[src/rtl/alu_ctrl_pkg.sv]
// Shared encodings for the ALU control block: select codes, funct values,
// alu_op codes, multiply/divide kinds and sequencer states.
package alu_ctrl_pkg;

  localparam logic [2:0] SEL_AND = 3'b000;
  localparam logic [2:0] SEL_OR  = 3'b001;
  localparam logic [2:0] SEL_ADD = 3'b010;
  localparam logic [2:0] SEL_SUB = 3'b110;
  localparam logic [2:0] SEL_SLT = 3'b111;

  localparam logic [1:0] OP_ADD   = 2'b00;
  localparam logic [1:0] OP_SUB   = 2'b01;
  localparam logic [1:0] OP_RTYPE = 2'b10;
  localparam logic [1:0] OP_ORI   = 2'b11;

  localparam logic [5:0] FN_ADD   = 6'b100000;
  localparam logic [5:0] FN_SUB   = 6'b100010;
  localparam logic [5:0] FN_AND   = 6'b100100;
  localparam logic [5:0] FN_OR    = 6'b100101;
  localparam logic [5:0] FN_SLT   = 6'b101010;
  localparam logic [5:0] FN_MULT  = 6'b011000;
  localparam logic [5:0] FN_MULTU = 6'b011001;
  localparam logic [5:0] FN_DIV   = 6'b011010;
  localparam logic [5:0] FN_DIVU  = 6'b011011;

  localparam logic [1:0] MD_MULT  = 2'b00;
  localparam logic [1:0] MD_MULTU = 2'b01;
  localparam logic [1:0] MD_DIV   = 2'b10;
  localparam logic [1:0] MD_DIVU  = 2'b11;

  typedef enum logic [1:0] {
    ST_IDLE    = 2'd0,
    ST_MD_RUN  = 2'd1,
    ST_MD_DONE = 2'd2,
    ST_HOLD    = 2'd3
  } state_e;

endpackage

[src/rtl/alu_ctrl_seq_decode.sv]
// Pure combinational decode of alu_op/funct into ALU select, MD kind and
// an illegal flag for unknown R-type function codes.
module alu_ctrl_seq_decode
  import alu_ctrl_pkg::*;
(
  input  logic [1:0] alu_op,
  input  logic [5:0] funct,
  output logic [2:0] sel,
  output logic       is_md,
  output logic [1:0] md_kind,
  output logic       illegal
);

  always_comb begin
    sel     = SEL_ADD;
    is_md   = 1'b0;
    md_kind = MD_MULT;
    illegal = 1'b0;
    case (alu_op)
      OP_ADD: sel = SEL_ADD;
      OP_SUB: sel = SEL_SUB;
      OP_ORI: sel = SEL_OR;
      default: begin
        case (funct)
          FN_ADD:   sel = SEL_ADD;
          FN_SUB:   sel = SEL_SUB;
          FN_AND:   sel = SEL_AND;
          FN_OR:    sel = SEL_OR;
          FN_SLT:   sel = SEL_SLT;
          FN_MULT:  begin is_md = 1'b1; md_kind = MD_MULT;  end
          FN_MULTU: begin is_md = 1'b1; md_kind = MD_MULTU; end
          FN_DIV:   begin is_md = 1'b1; md_kind = MD_DIV;   end
          FN_DIVU:  begin is_md = 1'b1; md_kind = MD_DIVU;  end
          default:  illegal = 1'b1;
        endcase
      end
    endcase
  end

endmodule

[src/rtl/alu_ctrl_seq.sv]
// ALU control with a single-entry valid/ready output stage and a sequencer
// for multi-cycle multiply/divide. Optional macro ALU_CTRL_PERF_EN adds perf_md_cyc.
module alu_ctrl_seq
  import alu_ctrl_pkg::*;
#(
  parameter int SEL_W     = 3,
  parameter int MD_CYCLES = 32,
  parameter int CNT_W     = $clog2(MD_CYCLES + 1)
) (
  input  logic             clk,
  input  logic             rst_n,
  input  logic             in_valid,
  output logic             in_ready,
  input  logic [1:0]       alu_op,
  input  logic [5:0]       funct,
  output logic             out_valid,
  input  logic             out_ready,
  output logic [SEL_W-1:0] alu_sel,
  output logic [1:0]       md_kind,
  output logic             md_init,
  output logic             md_step,
  output logic             hilo_we,
  output logic             illegal,
  output logic             stall
`ifdef ALU_CTRL_PERF_EN
  ,output logic [31:0]     perf_md_cyc
`endif
);

  state_e           state_q, state_d;
  logic [CNT_W-1:0] cnt_q, cnt_d;
  logic             out_valid_q, out_valid_d;
  logic [SEL_W-1:0] alu_sel_q, alu_sel_d;
  logic [1:0]       md_kind_q, md_kind_d;
  logic             md_init_q, md_init_d;
  logic             md_step_q, md_step_d;
  logic             hilo_we_q, hilo_we_d;
  logic             illegal_q, illegal_d;
  logic             ready_int;
  logic             accept;

  logic [2:0] dec_sel;
  logic       dec_is_md;
  logic [1:0] dec_kind;
  logic       dec_illegal;

  alu_ctrl_seq_decode u_decode (
    .alu_op  (alu_op),
    .funct   (funct),
    .sel     (dec_sel),
    .is_md   (dec_is_md),
    .md_kind (dec_kind),
    .illegal (dec_illegal)
  );

  // Gated by rst_n so every output reads 0 while reset is asserted.
  assign ready_int = (state_q == ST_IDLE) ||
                     (((state_q == ST_HOLD) || (state_q == ST_MD_DONE)) && out_ready);
  assign in_ready  = rst_n && ready_int;
  assign stall     = rst_n && in_valid && !ready_int;
  assign accept    = in_valid && in_ready;

  always_comb begin
    state_d     = state_q;
    cnt_d       = cnt_q;
    out_valid_d = out_valid_q;
    alu_sel_d   = alu_sel_q;
    md_kind_d   = md_kind_q;
    illegal_d   = illegal_q;
    md_init_d   = 1'b0;
    md_step_d   = 1'b0;
    hilo_we_d   = 1'b0;

    case (state_q)
      ST_MD_RUN: begin
        if (cnt_q == CNT_W'(MD_CYCLES - 1)) begin
          state_d     = ST_MD_DONE;
          cnt_d       = '0;
          out_valid_d = 1'b1;
          alu_sel_d   = SEL_W'(SEL_ADD);
          illegal_d   = 1'b0;
          hilo_we_d   = 1'b1;
        end else begin
          cnt_d     = cnt_q + CNT_W'(1);
          md_step_d = 1'b1;
        end
      end
      ST_MD_DONE, ST_HOLD: begin
        if (out_ready) begin
          state_d     = ST_IDLE;
          out_valid_d = 1'b0;
          illegal_d   = 1'b0;
        end else begin
          state_d = ST_HOLD;
        end
      end
      default: ;
    endcase

    // A new request overrides the completion path, giving back-to-back flow.
    if (accept) begin
      if (dec_is_md) begin
        state_d     = ST_MD_RUN;
        cnt_d       = '0;
        md_kind_d   = dec_kind;
        out_valid_d = 1'b0;
        illegal_d   = 1'b0;
        md_init_d   = 1'b1;
        md_step_d   = 1'b1;
      end else begin
        state_d     = ST_HOLD;
        out_valid_d = 1'b1;
        alu_sel_d   = SEL_W'(dec_sel);
        illegal_d   = dec_illegal;
      end
    end
  end

`ifdef ALU_CTRL_PERF_EN
  logic [31:0] perf_q, perf_d;
  always_comb begin
    perf_d = perf_q;
    if (md_step_q && (perf_q != 32'hFFFF_FFFF)) perf_d = perf_q + 32'd1;
  end
  assign perf_md_cyc = perf_q;
`endif

  always_ff @(posedge clk or negedge rst_n) begin
    if (!rst_n) begin
      state_q     <= ST_IDLE;
      cnt_q       <= '0;
      out_valid_q <= 1'b0;
      alu_sel_q   <= '0;
      md_kind_q   <= '0;
      md_init_q   <= 1'b0;
      md_step_q   <= 1'b0;
      hilo_we_q   <= 1'b0;
      illegal_q   <= 1'b0;
`ifdef ALU_CTRL_PERF_EN
      perf_q      <= '0;
`endif
    end else begin
      state_q     <= state_d;
      cnt_q       <= cnt_d;
      out_valid_q <= out_valid_d;
      alu_sel_q   <= alu_sel_d;
      md_kind_q   <= md_kind_d;
      md_init_q   <= md_init_d;
      md_step_q   <= md_step_d;
      hilo_we_q   <= hilo_we_d;
      illegal_q   <= illegal_d;
`ifdef ALU_CTRL_PERF_EN
      perf_q      <= perf_d;
`endif
    end
  end

  assign out_valid = out_valid_q;
  assign alu_sel   = alu_sel_q;
  assign md_kind   = md_kind_q;
  assign md_init   = md_init_q;
  assign md_step   = md_step_q;
  assign hilo_we   = hilo_we_q;
  assign illegal   = illegal_q;

endmodule

[config.mk]
export PLATFORM = sky130hd
export DESIGN_NAME = alu_ctrl_seq
export DESIGN_NICKNAME = d
export VERILOG_FILES = /design/src/rtl/alu_ctrl_pkg.sv /design/src/rtl/alu_ctrl_seq_decode.sv /design/src/rtl/alu_ctrl_seq.sv
export SDC_FILE = /design/constraint.sdc
export NUM_CORES = 1
export LEC_CHECK = 0
export BUFFER_PORTS_ARGS = -buffer_cell sky130_fd_sc_hd__buf_2
export CORE_ASPECT_RATIO = 0.9
export CORE_UTILIZATION = 45
export CTS_CLUSTER_SIZE = 14
export DETAILED_ROUTE_END_ITERATION = 8
export GPL_TIMING_DRIVEN = 0
export PLACE_DENSITY = 0.8
export REMOVE_ABC_BUFFERS = 1
export SYNTH_ARGS = -nofsm -noshare
export SYNTH_HDL_FRONTEND = slang
export SYNTH_SLANG_ARGS = --single-unit
[constraint.sdc]
create_clock -name clk -period 2.65 [get_ports clk]
set_input_delay 0.3975 -clock clk [delete_from_list [all_inputs] [get_ports clk]]
set_output_delay 0.3975 -clock clk [all_outputs]
set_load 0.1 [all_outputs]
==> out/metrics.csv <==
stage;metric;value;unit
final_layout;most frequent cells in the layout;buf_2 (23), dfrtp_1 (18), nor2_1 (10);
critical_path;CP max FO;9;
timing;Slew @ Worst Pin;0.487;ns
timing;Fmax;476;MHz
cts;Setup Fix Bufs, Post-CTS;0;
drt;initial detailed-routing violation count;14;
power_and_ir_drop;Pwr Total;1.42;mW
power_and_ir_drop;VDD IR max;1.04;mV
cts;Clock Tree Root;clkbuf_4;
cts;post_cts resized;0;
synthesis;Synth area leader;dfrtp_1;
cts;Clock Latency Late Sink;0.29;ns
final_layout;filler-free cell count of the finished design;143;
cts;H-tree levels;1;
final_layout;Layout Nets;132;
synthesis;Cell variety after synth;41;
cts;clock slew at reported path FFs;0.10;ns
drt;Pre-antenna DRT Iters;6;
grt;first-pass GRT wire length;3110;microns
critical_path;Worst EP required;2.25;ns
critical_path;reg2reg end;alu_sel[2];
synthesis;Synth Flop Type;dfrtp_1;
drt;total wire length;1890;microns
drt;DRT met1 WL;851;microns
die;die height;46.5;microns
synthesis;Post-Synthesis Cells;96;
synthesis;Post-Syn Area per Cell;10.3;sq um
synthesis;Async SR Flop Fraction;1.00;
drt;vias;792;
drt;Routed Antenna Nets;0;
final_layout;final core occ;0.569;
die;row count;15;
critical_path;kind of end point of the critical path;output pin;
outcome;status;completed;
cts;TritonCTS clock tree;yes;
critical_path;Setup CP Type;reg2out;
die;starting density of the core;0.497;
placed_design;hpwl dp;1460;microns
cts;clock sink total;18;
synthesis;YS warnings;0;
final_layout;antenna fix cells;0;
timing;Tmin final;2.10;ns
timing;final hold viol count;0;
cts;hold_buf cts;0;
critical_path;CP Launch Type;register;
drt;WL per Instance;13.2;microns
synthesis;post-synthesis sequential area ratio;0.455;
power_and_ir_drop;power per standard cell area;1250;mW/mm^2
drt;met3 wire length;103;microns
synthesis;Synth area leaders;dfrtp_1 (46%), nor2_1 (3.8%), xor2_1 (3.5%);
die;die boundary width;51.4;microns
drt;Residual DRC;0;
timing;final setup violation count;0;
placed_design;IO Port Bufs;23;
timing;clk_skew;0.00204;ns
timing;final worst-path cycle share;0.793;
placed_design;Placer Congestion;0.831;
timing;RSZ-0062 raised after global routing;no;
critical_path;cells on worst reg2reg path;5;
drt;met2 WL post-DR;923;microns
synthesis;Mapped Area;990;sq um
final_layout;area grow syn2layout;14.3;%
drt;top sig layer;met4;
grt;vias in the first global route;694;
flow_run;max cap viols;0;
timing;final worst slack;0.548;ns
grt;initial antenna violation count;0;
timing;Final Max Slew Viols;0;
placed_design;placed cell count;139;
cts;CTS Buf Count;3;
timing;setup_tns;0;ns
die;core area;0.00199;sq mm
placed_design;Post-Place Worst Slack;0.617;ns
timing;Slew headroom;0.678;
synthesis;FF+latch count, synth;18;
synthesis;number of flops mapped to enable cells by yosys;0;
die;die area;0.00239;sq mm
drt;Via density;5.54;
final_layout;share of cells above drive strength 1;0.280;
die;IO Pins;24;
grt;largest net degree at the start of global routing;21;
critical_path;r2r setup slk;1.02;ns
power_and_ir_drop;Pleak;0.552;nW
grt;grt ovf;0;
grt;gr usage total;0.186;
critical_path;RR Startpoint;cnt_q[0];
hold_path;worst hold path class;in2async;
final_layout;most common cell after layout, fill and taps aside;buf_2;
cts;CTS max path bufs;2;
critical_path;crit path DAT;1.70;ns
synthesis;Synth top area share;0.455;
state kept, by name, summed over array words and instances (netlist names):
register / count
md_step: 1
state_q: 2
md_kind: 2
illegal: 1
alu_sel: 3
out_valid: 1
md_init: 1
cnt_q: 6
hilo_we: 1
Yosys cell counts, drive strengths merged (2+ instances only):
cell and instances:
nand2b 3, nand2 6, a311oi 2, nor3 5
and2 3, nor2b 3, dfrtp 18, xor2 4
a21oi 6, a32o 3, nand4 3, mux2 2
buf 4, o31ai 2, inv 2, a21o 3
nor2 10
power by group:
part           leakage, nW  switching (mW)  internal, mW
Sequential           0.221           0.109         0.381
Combinational        0.310           0.569         0.193
Clock               0.0210          0.0839        0.0837
layout make-up:
class,instances,area [sq um]
fillers,187,858
multi-input cells,71,490
flip-flops and latches,18,450
repair buffers,23,115
clock buffers,4,36.3
well taps,25,31.3
inverters,2,7.51
how the worst max path moves through the flow:
| stage | start | to | slack (ns) | cells past startpoint |
|---|---|---|---|---|
| floorplan | state_q[1] | stall | 0.24 | 3 |
| global placement | rst_n | md_kind[0] | 0.68 | 5 |
| detailed placement | rst_n | md_kind[0] | 0.62 | 5 |
| CTS | state_q[1] | in_ready | 0.52 | 4 |
| global route | state_q[1] | in_ready | 0.41 | 4 |
| finish | state_q[1] | in_ready | 0.55 | 4 |
per-layer routing:
layer	vias to the layer above	global-route usage
met2	22	0.309
li1	393	-
met4	0	0.0486
met3	2	0.0693
met5	-	0
met1	375	0.228
worst max-delay path: stages, from the launching register on:
cell and delay (ns):
dfrtp_1 0.49, and2b_1 0.24, nor2_1 0.12, and2_1 0.14
buf_2 0.42
logic make-up after synthesis:
| kind of cell | count (synthesis) | share of synthesized area |
|---|---|---|
| adders and majority gates | 1 | 0.0126 |
| DFF | 18 | 0.455 |
| buffers and inverters | 7 | 0.0493 |
| and+or+nand+nor | 43 | 0.264 |
| muxes | 2 | 0.0265 |
| AOI/OAI and AO/OA | 21 | 0.157 |
| xor gates and xnor gates | 4 | 0.0354 |
stage by stage:
step	area, sq um	hold WS [ns]
floorplan	948	0.102
CTS	1130	0.0394
detailed placement	1090	0.363
global placement	1090	0.355
global route	1130	0.0420
finish	1130	0.0294
Power figures use the tool's default switching activity.
